`src/rtl/async_fifo_write_arbiter.sv`:
```
// Round-robin write-port arbiter in front of async FIFO write control.
// Grants are held for a whole burst so each burst lands contiguously.
module async_fifo_write_arbiter #(
  parameter int NUM_REQ    = 4,
  parameter int DATA_WIDTH = 32,
  parameter int MAX_BURST  = 16
) (
  input  logic                          clk,
  input  logic                          reset,
  input  logic [NUM_REQ-1:0]            req_valid,
  input  logic [NUM_REQ-1:0]            req_last,
  input  logic [NUM_REQ*DATA_WIDTH-1:0] req_data,
  output logic [NUM_REQ-1:0]            req_ready,
  input  logic                          fifo_full,
  output logic                          fifo_push,
  output logic [DATA_WIDTH-1:0]         fifo_wdata,
  output logic [NUM_REQ-1:0]            grant_onehot,
  output logic                          busy,
  output logic                          burst_err
);

  localparam int IW = (NUM_REQ > 1) ? $clog2(NUM_REQ) : 1;
  localparam int CW = (MAX_BURST > 1) ? $clog2(MAX_BURST) : 1;
  localparam logic [CW-1:0] CNT_MAX = CW'(MAX_BURST - 1);
  localparam logic [IW-1:0] LAST_ID = IW'(NUM_REQ - 1);

  typedef enum logic {IDLE, BURST} state_e;

  state_e                 state_q, state_d;
  logic [IW-1:0]          owner_q, owner_d;
  logic [IW-1:0]          rr_ptr_q, rr_ptr_d;
  logic [NUM_REQ-1:0]     grant_q, grant_d;
  logic [CW-1:0]          cnt_q, cnt_d;
  logic                   err_q, err_d;
  logic                   pick_vld;
  logic [IW-1:0]          pick_idx;
  logic [IW-1:0]          owner_nxt;
  logic [DATA_WIDTH-1:0]  data_arr [NUM_REQ];

  for (genvar i = 0; i < NUM_REQ; i++) begin : g_slice
    assign data_arr[i] = req_data[i*DATA_WIDTH +: DATA_WIDTH];
  end

  // First valid requester at or after rr_ptr, wrapping modulo NUM_REQ
  always_comb begin
    int idx;
    logic [IW-1:0] cand;
    pick_vld = 1'b0;
    pick_idx = '0;
    idx      = 0;
    cand     = '0;
    for (int k = 0; k < NUM_REQ; k++) begin
      idx = int'(rr_ptr_q) + k;
      if (idx >= NUM_REQ) idx = idx - NUM_REQ;
      cand = IW'(idx);
      if (!pick_vld && req_valid[cand]) begin
        pick_vld = 1'b1;
        pick_idx = cand;
      end
    end
  end

  assign owner_nxt = (owner_q == LAST_ID) ? '0 : owner_q + 1'b1;

  always_comb begin
    state_d    = state_q;
    owner_d    = owner_q;
    rr_ptr_d   = rr_ptr_q;
    grant_d    = grant_q;
    cnt_d      = cnt_q;
    err_d      = err_q;
    req_ready  = '0;
    fifo_push  = 1'b0;
    fifo_wdata = '0;
    unique case (state_q)
      IDLE: begin
        if (pick_vld) begin
          state_d = BURST;
          owner_d = pick_idx;
          grant_d = NUM_REQ'(1) << pick_idx;
        end
      end
      BURST: begin
        fifo_wdata         = data_arr[owner_q];
        req_ready[owner_q] = !fifo_full;
        fifo_push          = req_valid[owner_q] & !fifo_full;
        if (fifo_push) begin
          if (req_last[owner_q]) begin
            state_d  = IDLE;
            rr_ptr_d = owner_nxt;
            grant_d  = '0;
            cnt_d    = '0;
          end else if (cnt_q == CNT_MAX) begin
            err_d = 1'b1;
          end else begin
            cnt_d = cnt_q + 1'b1;
          end
        end
      end
      default: state_d = IDLE;
    endcase
    // Nothing reaches the FIFO while reset is asserted
    if (reset) begin
      req_ready  = '0;
      fifo_push  = 1'b0;
      fifo_wdata = '0;
    end
  end

  always_ff @(posedge clk) begin
    if (reset) begin
      state_q  <= IDLE;
      owner_q  <= '0;
      rr_ptr_q <= '0;
      grant_q  <= '0;
      cnt_q    <= '0;
      err_q    <= 1'b0;
    end else begin
      state_q  <= state_d;
      owner_q  <= owner_d;
      rr_ptr_q <= rr_ptr_d;
      grant_q  <= grant_d;
      cnt_q    <= cnt_d;
      err_q    <= err_d;
    end
  end

  assign grant_onehot = grant_q;
  assign busy         = (state_q == BURST);
  assign burst_err    = err_q;

endmodule
```
`config.mk`:
```
export PLATFORM = sky130hd
export DESIGN_NAME = async_fifo_write_arbiter
export DESIGN_NICKNAME = d
export VERILOG_FILES = /design/src/rtl/async_fifo_write_arbiter.sv
export SDC_FILE = /design/constraint.sdc
export NUM_CORES = 1
export LEC_CHECK = 0
export CORE_ASPECT_RATIO = 0.7
export CORE_MARGIN = 2
export CORE_UTILIZATION = 30
export DETAILED_ROUTE_END_ITERATION = 16
export PLACE_DENSITY_LB_ADDON = 0.2
export SLEW_MARGIN = 20
export SYNTH_ARGS = -nofsm -noshare
export SYNTH_HDL_FRONTEND = slang
export SYNTH_SLANG_ARGS = --single-unit
```
`constraint.sdc`:
```
create_clock -name clk -period 2.47 [get_ports clk]
set_input_delay 0.494 -clock clk [delete_from_list [all_inputs] [get_ports clk]]
set_output_delay 0.494 -clock clk [all_outputs]
set_load 0.02 [all_outputs]
```
== Yosys cells after proc, flatten, opt, wreduce, memory -nomap -nowiden ==
Cells that the tools add are included.

* Output and inout port bits: 43
* Word-level logic and storage cells: 97
* Input bits: 139
* Bits in registers: 14

* Multiplexer cells: 46
* Bitwise operators: 5
* Equality and inequality tests: 6
* Reduce and logical (&&, ||, !) cells: 13
* $add $sub $neg: 9
* Shift-type cells: 1
* Magnitude comparators: 11

{| class="wikitable"
|+ Operator list
! kind !! count
|-
| 32-bit 2-to-1 mux || 4
|-
| 32-bit binary-select mux with 2-bit select || 1
|-
| 4-bit 2-to-1 mux || 7
|-
| 2-bit 2-to-1 mux || 9
|-
| 1-bit 2-to-1 mux || 16
|-
| 2-bit by 3-bit < comparator with 1-bit output, second input constant || 5
|-
| 1-bit binary-select mux with 2-bit select || 6
|-
| 3-bit greater-or-equal comparator, second input constant || 4
|-
| 3-bit AND reduction || 3
|-
| 4-bit one-hot mux with 2 select lines || 1
|-
| 2-bit by 1-bit subtractor with 2-bit output, second input constant || 4
|-
| 2-bit by 2-bit adder with 3-bit output, second input constant || 2
|-
| 4-bit by 1-bit adder with 4-bit output, second input constant || 1
|-
| 4-bit bitwise AND || 1
|-
| 4-bit equality test, second input constant || 1
|-
| 1-bit logical AND || 4
|-
| 1-bit logical NOT || 4
|-
| 2-bit by 1-bit != test with 1-bit output, second input constant || 2
|-
| 2-bit != test, second input constant || 2
|-
| 4-bit AND reduction || 1
|-
| 1-bit by 2-bit left shift with 4-bit output, first input constant || 1
|-
| 2-bit by 1-bit adder with 3-bit output, second input constant || 1
|-
| 2-bit by 3-bit greater-or-equal comparator with 1-bit output, second input constant || 1
|-
| 2-bit NOT with 3-bit output || 1
|-
| other kinds (8) || 9
|}

== Longest topological paths before layout ==
Gate-level depths: netlist of the first run.

* Depth in word-level cells: 17
* Depth in mapped cells: 6
* Mapped depth without buffers: 5

== Least setup slack after synthesis of the first run ==
No wires, ideal clock.

* Kind: register to output
* Start: reg owner_q[0]
* End: out fifo_wdata[0]
* Data arrival time: 1.523 ns
* Buffers on the path: 2
* Stages on the path, launching flop included: 5
* Data required time: 1.976 ns
* Slack: 0.453 ns
* Cell sequence: dfxtp_1 buf_6 buf_2 mux4_2 nor2b_1

* Cells in the longest elaborated chain, start to end: 6

{| class="wikitable"
|+ RTL lines
! item !! RTL line !! text
|-
| start, declared || 30 || <nowiki>logic [IW-1:0] owner_q, owner_d;</nowiki>
|-
| start signal, assigned || 120 || <nowiki>owner_q <= owner_d;</nowiki>
|-
| 2-bit NOT with 3-bit output (implied by the code) || 84 || <nowiki>fifo_wdata = data_arr[owner_q];</nowiki>
|-
| 32-bit binary-select mux with 2-bit select || 84 ||
|-
| 32-bit 2-to-1 mux (implied by the code) (2 in a row) || 84 ||
|-
| 32-bit 2-to-1 mux || 75 || <nowiki>unique case (state_q)</nowiki>
|-
| 32-bit 2-to-1 mux || 103 || <nowiki>if (reset) begin</nowiki>
|-
| end, declared || 16 || <nowiki>output logic [DATA_WIDTH-1:0] fifo_wdata,</nowiki>
|}

Every way passes these cells. The select of a mux whose other input is x is not followed.

== Final worst setup path of the first run ==
* Start: in req_valid[3]
* End: out fifo_push

* Cells in the longest elaborated chain, start to end: 5

{| class="wikitable"
|+ RTL lines
! item !! RTL line !! text
|-
| start, declared || 10 || <nowiki>input logic [NUM_REQ-1:0] req_valid,</nowiki>
|-
| 1-bit binary-select mux with 2-bit select || 86 || <nowiki>fifo_push = req_valid[owner_q] & !fifo_full;</nowiki>
|-
| 1-bit 2-to-1 mux (implied by the code) || 86 ||
|-
| 1-bit bitwise AND || 86 ||
|-
| 1-bit 2-to-1 mux || 75 ||
|-
| 1-bit 2-to-1 mux || 103 ||
|-
| end, declared || 15 || <nowiki>output logic fifo_push,</nowiki>
|}

Every way passes these cells. The select of a mux whose other input is x is not followed.

==> results.md, run 1 <==
Layout:
- The cell area after layout is 3800 µm².
- Cells with a size suffix above 1 make up 19.0% of the layout.
- The number of nets in the final layout is 498.
- The fill cell instance count of the final layout is 481.
- The non-filler instance count after layout is 428.
- Relative to the synthesized area, the layout overhead comes to 109%.
- The number of inserted diodes is 0.

STA:
- The worst clock skew on the final layout is 0.00206 ns.
- The final hold violation count is 0.
- The worst pin sits at a relative slew slack of 78.1%.
- Static timing analysis puts the maximum clock frequency at 415 MHz.
- At the pin with the least slew margin, the transition time is 0.326 ns.
- The clock period could shrink to 2.41 ns.
- Setup violations remaining at the end of the flow were counted as 0.
- The number of max-slew violations in the final report is 0.
- Across all setup checks in the final design, the least slack found is 0.0589 ns.
- Setup repair after global routing left no endpoint under its margin.
- The worst hold slack is 0.478 ns.
- The worst path uses 97.6% of the clock period.

Clocking:
- The CTS tree is yes.
- The post-CTS setup buffer count is 0.
- The root buffer cell chosen for the clock tree is sky130_fd_sc_hd__clkbuf_8.
- Clock tree synthesis inserted a total of 3 buffers.
- No sink is reached through more buffers than the 2 on the longest clock path.
- The clock sink count is 14.
- For this design, the CTS-stage hold fixing added 0 buffers.
- The clock edge transition at the registers on the reported setup and hold paths is 0.06 ns.
- The insertion delay to the later sink of the worst-skew pair is 0.24 ns.
- The total number of H-tree levels is 1.

GRT:
- The pin count of the biggest net entering global routing is 33.
- The total overflow reported by the global router is 0.
- The initial antenna violation count is 0.
- The via count of the first global-routing pass is 2331.
- The global-route wire length before repair is 12700 µm.
- In the global route stage, overall resource usage came out at 23.8%.

Synthesis:
- The area fraction of the dominant cell type after synthesis is 40.9%.
- The register bit count reported by yosys is 14.
- The per-instance average area after synthesis is 10.8 µm².
- Counting flops with an async set or reset pin after synthesis yields a share of 0%.
- By area, the combinational part of the netlist is dominated by multiplexers.
- The synthesized netlist devotes 10.3% of its cell area to compound gates.
- The Yosys step of the flow raised 0 warnings.
- The cell taking the most area after synthesis is sky130_fd_sc_hd__mux4_2.
- In this run the cell area of the synthesized design comes to 1820 µm².
- Of the total synthesized cell area, the portion taken by full adders, half adders and majority gates is 3.44%.
- The synthesized netlist devotes 22.7% of its cell area to simple gates.
- The cell count after synthesis is 169.
- The number of enable flip-flop cells after synthesis is 0.
- The most used flip-flop cell after synthesis is sky130_fd_sc_hd__dfxtp_1.
- The post-synthesis share of cell area spent on xor and xnor gates is 0%.
- Measured against the total synthesized area, the mux share comes to 42.8%.
- The net count of the mapped netlist is 313.
- Ranked by total cell area, the synthesized netlist is headed by sky130_fd_sc_hd__mux4_2 41%, sky130_fd_sc_hd__dfxtp_1 15%, sky130_fd_sc_hd__nor2b_1 12%.
- The netlist uses 39 different library cells.
- The fraction of the yosys area taken by sequential cells is 15.4%.

Floorplan:
- The initial cell density of the core is 31.5%.
- The die height is 69.2 µm.
- The die covers 6710 µm².
- During I/O placement, the number of pins put on the boundary was 182.
- The core box area is 5780 µm².
- The site row count is 23.
- The horizontal extent of the die is 97.1 µm.

Worst setup path:
- Data arrives at the worst endpoint at 1.92 ns.
- The critical path goes through clkdlybuf4s50_1, mux4_2, and2_1, clkdlybuf4s15_1.
- For flop-to-flop paths, the worst setup slack is 0.70 ns.
- On the worst path, the slowest cell contributes a delay of 0.53 ns.
- The worst setup path is launched from a primary input.
- In this run the worst path has a maximum fanout of 2.
- At the worst endpoint, the required time is 1.98 ns.
- The critical path in this run is classified as in -> out.
- The capturing element type of the critical path is a primary output.
- The highest-delay cell along the critical path is sky130_fd_sc_hd__mux4_2.

Drt:
- The routed design has 8190 µm of wire.
- Once detail routing completed, the nets flagged for antenna violations numbered 0.
- The topmost layer with routed signal wires is met4.
- The wire length on met1 is 3060 µm.
- Dividing the detail-routed wire length by the instance count gives 19.1 µm.
- In the detailed route, the total length drawn on met2 is 4390 µm.
- The routed length on met3 is 592 µm.
- After detailed routing, the number of remaining DRC violations is 0.
- Using the TritonRoute via totals, the vias-per-cell ratio works out to 5.11.
- Summing over every cut layer, the via total after detailed routing is 2188.
- The pre-antenna-repair detailed-routing pass consisted of 4 iterations.
- For this block, the initial DRC count from the detailed router was 118.

Run status:
- The run finished with clean final reports.

Pwr:
- The analysis attributes to cell leakage a power of 1.49 nW.
- The total power is 0.00103 W.
- The total power per unit cell area is 272 nW/µm².
- The worst supply voltage drop on vdd is 0.000232 V.

Placement:
- The number of placed instances with taps included is 423.
- The congestion estimate from routability-driven global placement came to 0.859.
- The count of buffers added on input and output ports is 181.
- After detailed placement, the total cell area comes to 3770 µm².
- Detailed placement finished with a half-perimeter wire length of 6830 µm.
- Prior to clock tree synthesis, the placed netlist has a worst setup slack of -0.225 ns.

Job:
- The number of maximum-capacitance constraint violations is 0.

Hold path:
- The path class of the tightest hold or removal check is reg -> reg.
[power by group]
part	internal [W]	switching, W	leakage (nW)	total (W)
clock network	0.000141	0.0000851	0.0288	0.000226
logic	0.000371	0.000193	1.35	0.000563
registers	0.000234	0.0000110	0.115	0.000245
total	0.000746	0.000289	1.49	0.00103
[what timing repair did]
item                                    4_1_cts  5_1_grt
endpoints found under the hold margin         0        0
endpoints found under the setup margin       37       25
gates cloned                                  1        0
resized for setup                            37       21
[worst paths after layout]
| path | start | end | cells after the start |
|---|---|---|---|
| worst max-delay path | req_valid[3] | fifo_push | 4 |
| worst min-delay path | grant_onehot[3]$_SDFFE_PP0P_ | grant_onehot[3]$_SDFFE_PP0P_ | 2 |
| worst max register to register | owner_q[0]$_SDFFE_PP0P_ | cnt_q[0]$_SDFFE_PP0P_ | 5 |
| worst min register to register | grant_onehot[3]$_SDFFE_PP0P_ | grant_onehot[3]$_SDFFE_PP0P_ | 2 |
[flip-flops by register name, indices dropped and copies added (netlist names)]
register,count
burst_err,1
busy,1
owner_q,2
cnt_q,4
rr_ptr_q,2
grant_onehot,4
[cells by family (layout without fill, tap and decap cells)]
kind of cell	count (synthesis)	after routing
AOI/OAI and AO/OA	26	26
buffers and inverters	20	204
DFF	14	14
adders and majority gates	5	5
muxes	35	35
and+or+nand+nor	69	69
[through the flow]
step | utilization [%] | TNS [ns]
2_1_floorplan | - | 0
3_3_place_gp | 65.2 | -4.64
3_5_place_dp | 65.2 | -5.34
4_1_cts | 66.1 | -0.185
5_1_grt | 65.8 | 0
6_report | 65.8 | 0
[Yosys cell counts, types with 3 or more instances]
cell type and n:
sky130_fd_sc_hd__nor2b_1 34, sky130_fd_sc_hd__clkbuf_1 7, sky130_fd_sc_hd__dfxtp_1 14, sky130_fd_sc_hd__a21oi_1 9, sky130_fd_sc_hd__nand2_1 6, sky130_fd_sc_hd__mux4_2 33, sky130_fd_sc_hd__nor2_1 6, sky130_fd_sc_hd__and2_1 6
sky130_fd_sc_hd__ha_1 5, sky130_fd_sc_hd__nand4_1 4, sky130_fd_sc_hd__buf_2 5, sky130_fd_sc_hd__o41ai_1 3, sky130_fd_sc_hd__inv_1 5
[cell usage in the layout, fill, tap and decap left out, types with 2 or more instances in the layout]
cell / synthesis / layout
sky130_fd_sc_hd__clkbuf_8: 0 / 4
sky130_fd_sc_hd__ha_1: 5 / 5
sky130_fd_sc_hd__nand4_1: 4 / 4
sky130_fd_sc_hd__and2_1: 6 / 6
sky130_fd_sc_hd__a211oi_1: 2 / 2
sky130_fd_sc_hd__mux4_2: 33 / 34
sky130_fd_sc_hd__o31ai_1: 2 / 2
sky130_fd_sc_hd__clkbuf_2: 0 / 7
sky130_fd_sc_hd__or3_1: 2 / 2
sky130_fd_sc_hd__nand2_1: 6 / 6
sky130_fd_sc_hd__nor2_1: 6 / 5
sky130_fd_sc_hd__dfxtp_1: 14 / 12
sky130_fd_sc_hd__nand3_1: 2 / 2
sky130_fd_sc_hd__buf_4: 0 / 9
sky130_fd_sc_hd__nor2b_1: 34 / 34
sky130_fd_sc_hd__dlymetal6s2s_1: 0 / 3
sky130_fd_sc_hd__nand2b_1: 2 / 2
sky130_fd_sc_hd__a21oi_1: 9 / 9
sky130_fd_sc_hd__dlygate4sd2_1: 0 / 26
sky130_fd_sc_hd__o41ai_1: 3 / 3
sky130_fd_sc_hd__clkdlybuf4s50_1: 0 / 144
sky130_fd_sc_hd__buf_12: 0 / 2
sky130_fd_sc_hd__buf_6: 2 / 2
sky130_fd_sc_hd__inv_1: 5 / 5
[worst max-delay path, delay by kind of cell]
kind | cells | cell delay [ns]
buffers and inverters | 2 | 0.69
muxes | 1 | 0.53
and+or+nand+nor | 1 | 0.20
[layout make-up]
class                      instances  area, µm²  share of cell area [%]
inverter                           5       18.8                   0.493
multi-input combinational        135       1440                    37.9
tap                               75       93.8                    2.47
timing repair buffer             195       1910                    50.2
sequential                        14        285                    7.50
clock buffer                       4       55.1                    1.45
[layer usage]
metal	vias to the layer above	track usage, %
li1	1031	-
met1	1032	27.3
met2	109	45.2
met3	16	5.07
met4	0	5.32
met5	-	0
No activity file was read; power rests on OpenSTA's default activity.
==> inputs of run 2 (changes only) <==
--- a/config.mk
+++ b/config.mk
@@ -9,7 +9,9 @@
 export CORE_MARGIN = 2
 export CORE_UTILIZATION = 30
 export DETAILED_ROUTE_END_ITERATION = 16
-export PLACE_DENSITY_LB_ADDON = 0.2
+export PLACE_DENSITY = 0.82
+export SKIP_CTS_REPAIR_TIMING = 1
+export SKIP_LAST_GASP = 1
 export SLEW_MARGIN = 20
 export SYNTH_ARGS = -nofsm -noshare
 export SYNTH_HDL_FRONTEND = slang
==> run 2 against run 1 <==
Effect of this change:
- the run now ends with setup timing left
- combinational power increased by 2%
- utilization increased by 2.6 points
- clock power about the same
- count of clock-buffer cells in the layout unchanged
- wire length decreased by 4.3%
- worst setup slack got worse by 0.23 ns
- final area increased by 3.9%
- sequential share of layout area decreased by 0.38 points
- largest cell class unchanged
==> results.md, run 2 (synthesis gave the netlist of run 1 again) <==
Run status:
- Run status: finished with violations (was finished clean).
- The final reports fail on setup timing.

Floorplan:
- The area of the die came to 6710 µm² (unchanged).
- The core box area is 5780 µm² (unchanged).
- The site row count is 23 (unchanged).
- The initial cell density of the core was 31.5% (unchanged).
- The horizontal extent of the die is 97.1 µm (unchanged).
- The top-level port count is 182 (unchanged).
- The die height is 69.2 µm (unchanged).

Worst setup path:
- The depth of the worst register-to-register path is 5 (unchanged).
- The capturing element type of the critical path is a primary output (unchanged).
- The signal arrival time at the worst endpoint is 2.14 ns (was 1.92 ns).
- The worst reg2reg path startpoint is owner_q[0]$_SDFFE_PP0P_ (unchanged).
- The critical path class is in -> out (unchanged).
- The slack of the worst reg-to-reg path is 0.63 ns (was 0.70 ns).
- The largest fanout of any net on the critical path is 2 (unchanged).
- The reg-to-reg critical path endpoint is cnt_q[0]$_SDFFE_PP0P_ (unchanged).
- The category of the worst setup path launch point is a primary input (unchanged).
- The critical path required time is 1.98 ns (about the same).

Layout:
- The share of final-layout standard cells stronger than drive strength 1 came to 16.4% (was 19.0%).
- The growth of design area from synthesis to finish is 117% (was 109%).
- The non-filler instance count after layout came to 428 (unchanged).
- Commonest cells after routing, fill and taps aside: 145 x sky130_fd_sc_hd__clkdlybuf4s50_1, 36 x sky130_fd_sc_hd__dlymetal6s2s_1, 34 x sky130_fd_sc_hd__nor2b_1 (was 144 x sky130_fd_sc_hd__clkdlybuf4s50_1, 34 x sky130_fd_sc_hd__mux4_2, 34 x sky130_fd_sc_hd__nor2b_1).
- The commonest non-fill, non-tap cell in the layout is sky130_fd_sc_hd__clkdlybuf4s50_1 (unchanged).
- The number of inserted diodes came to 0 (unchanged).
- The number of nets in the final layout is 498 (unchanged).

STA:
- The number of max-slew violations in the final report is 0 (unchanged).
- The worst clock skew on the final layout is 0.00580 ns (was 0.00206 ns).
- The max-slew headroom at the worst pin was 75.5% (was 78.1%).
- The ratio of final minimum period to clock period was 107% (was 97.6%).
- The maximum frequency from static timing analysis is 379 MHz (was 415 MHz).
- The slew at the pin closest to its max-slew limit is 0.367 ns (was 0.326 ns).
- The final setup slack of the worst path is -0.168 ns (was 0.0589 ns).
- The count of final setup violators was 1 (was 0).
- The final hold violation count is 0 (unchanged).
- RSZ-0062 raised after global routing: yes (was no).
- The final period demand of the worst path came to 2.64 ns (was 2.41 ns).

Drt:
- The routed wire length per instance is 18.3 µm (was 19.1 µm).
- The starting DRC count in detailed routing was 60 (was 118).
- The total wirelength of the detailed-routed design is 7840 µm (was 8190 µm).
- The total iterations of the first detailed-routing run is 4 (unchanged).
- The number of routed nets with antenna violations is 0 (unchanged).
- The total vias in the final route came to 2191 (was 2188).
- The number of design rule violations left after detail routing is 0 (unchanged).
- The via density per instance is 5.12 (was 5.11).

Job:
- The number of maximum-capacitance constraint violations was 0 (unchanged).

Pwr:
- The switching power share of the total is 26.9% (was 27.9%).
- The standby leakage power is 1.93 nW (was 1.49 nW).
- The net switching power of the design is 0.000280 W (was 0.000289 W).
- The combinational fraction of design power came to 55.3% (was 54.5%).
- The total power per unit cell area came to 264 nW/µm² (was 272 nW/µm²).
- The worst supply voltage drop on vdd is 0.000400 V (was 0.000232 V).
- The share of total power in the clock network is 21.5% (was 21.9%).
- The internal power consumption came to 0.000762 W (was 0.000746 W).
- The sequential power share is 23.2% (was 23.7%).

Hold path:
- The sink of the worst hold path is burst_err$_SDFFE_PP0P_ (was grant_onehot[3]$_SDFFE_PP0P_).
- The number of cells on the worst hold path is 1 (was 2).
- The launch point of the worst hold path is burst_err$_SDFFE_PP0P_ (was grant_onehot[3]$_SDFFE_PP0P_).
- The path category of the worst min-delay check is reg -> reg (unchanged).

Clocking:
- The CTS tree was yes (unchanged).
- The cell at the root of the clock tree is sky130_fd_sc_hd__clkbuf_8 (unchanged).
- The maximum clock path buffer count is 2 (unchanged).
- The clock sink count is 14 (unchanged).
- The total number of H-tree levels is 1 (unchanged).
- The TritonCTS buffer count is 3 (unchanged).
- The insertion delay to the later sink of the worst-skew pair was 0.25 ns (was 0.24 ns).
- The clock edge transition at the registers on the reported setup and hold paths came to 0.06 ns (about the same).

GRT:
- The initial antenna violation count was 0 (unchanged).
- The pin count of the biggest net entering global routing was 33 (unchanged).
- The via count of the first global-routing pass is 2149 (was 2331).
- The global-route total usage across every layer is 22.5% (was 23.8%).
- The global-route wire length before repair is 11800 µm (was 12700 µm).
- The total overflow reported by the global router is 0 (unchanged).

Placement:
- The number of placed instances with taps included was 424 (was 423).
- The detailed-placement wirelength estimate was 6580 µm (was 6830 µm).
- The post-placement worst setup slack was -0.206 ns (was -0.225 ns).
- The global placement routability congestion is 0.871 (was 0.859).
- The count of buffers inserted at the top-level ports is 181 (unchanged).
run 2: cell count changes in the layout (fill, tap and decap cells not counted), moves of 2 or more:
cell                             change
sky130_fd_sc_hd__clkbuf_2            -7
sky130_fd_sc_hd__buf_6               -2
sky130_fd_sc_hd__buf_12              +2
sky130_fd_sc_hd__dlymetal6s2s_1     +33
sky130_fd_sc_hd__dlygate4sd2_1      -26
run 2: worst max-delay path by stage:
stage / from / to
final: req_valid[0] / fifo_push
after floorplan: owner_q[0]$_SDFFE_PP0P_ / fifo_wdata[0]
after global placement: reset / fifo_push
after detailed placement: reset / fifo_push
after global routing: req_valid[1] / fifo_push
after CTS: reset / fifo_push
run 2: through the flow:
stage	total power (W)	util [%]	hold WS [ns]	setup TNS (ns)	instance area, µm²
final	0.00104	68.3	0.484	-0.168	3950
after global routing	0.00110	68.3	0.510	-0.215	3950
after CTS	0.00106	66.7	0.485	-4.59	3860
after detailed placement	0.000830	65.8	0.466	-4.55	3800
after global placement	0.000820	65.8	0.466	-4.03	3800
after floorplan	0.000491	-	0.445	0	1820
run 2: final cells by class:
| cell class | instances | area, µm² |
|---|---|---|
| inverter | 5 | 18.8 |
| fill | 452 | 1830 |
| clock buffer | 4 | 55.1 |
| tap | 75 | 93.8 |
| timing repair buffer | 195 | 2060 |
| sequential | 14 | 282 |
| multi-input combinational | 135 | 1450 |
run 2: power groups by stage:
| stage | sequential [W] | combinational (W) | clock (W) |
|---|---|---|---|
| global placement | 0.000246 | 0.000574 | 0 |
| CTS | 0.000242 | 0.000587 | 0.000230 |
| finish | 0.000242 | 0.000576 | 0.000224 |
| detailed placement | 0.000246 | 0.000584 | 0 |
| floorplan | 0.000250 | 0.000241 | 0 |
| global route | 0.000242 | 0.000614 | 0.000241 |
run 2: metal layers:
metal | share of wire, % | vias up | global-route usage (%)
met2 | 53 | 92 | 41.2
met4 | 2.6 | 0 | 7.20
met1 | 38 | 1043 | 25.8
met5 | 0 | - | 0
met3 | 6.9 | 19 | 5.48
li1 | - | 1037 | -
run 2: critical path, stage by stage:
cell and delay [ns]:
sky130_fd_sc_hd__clkdlybuf4s50_1 0.42, sky130_fd_sc_hd__mux4_2 0.50, sky130_fd_sc_hd__and2_1 0.19, sky130_fd_sc_hd__clkdlybuf4s50_1 0.53
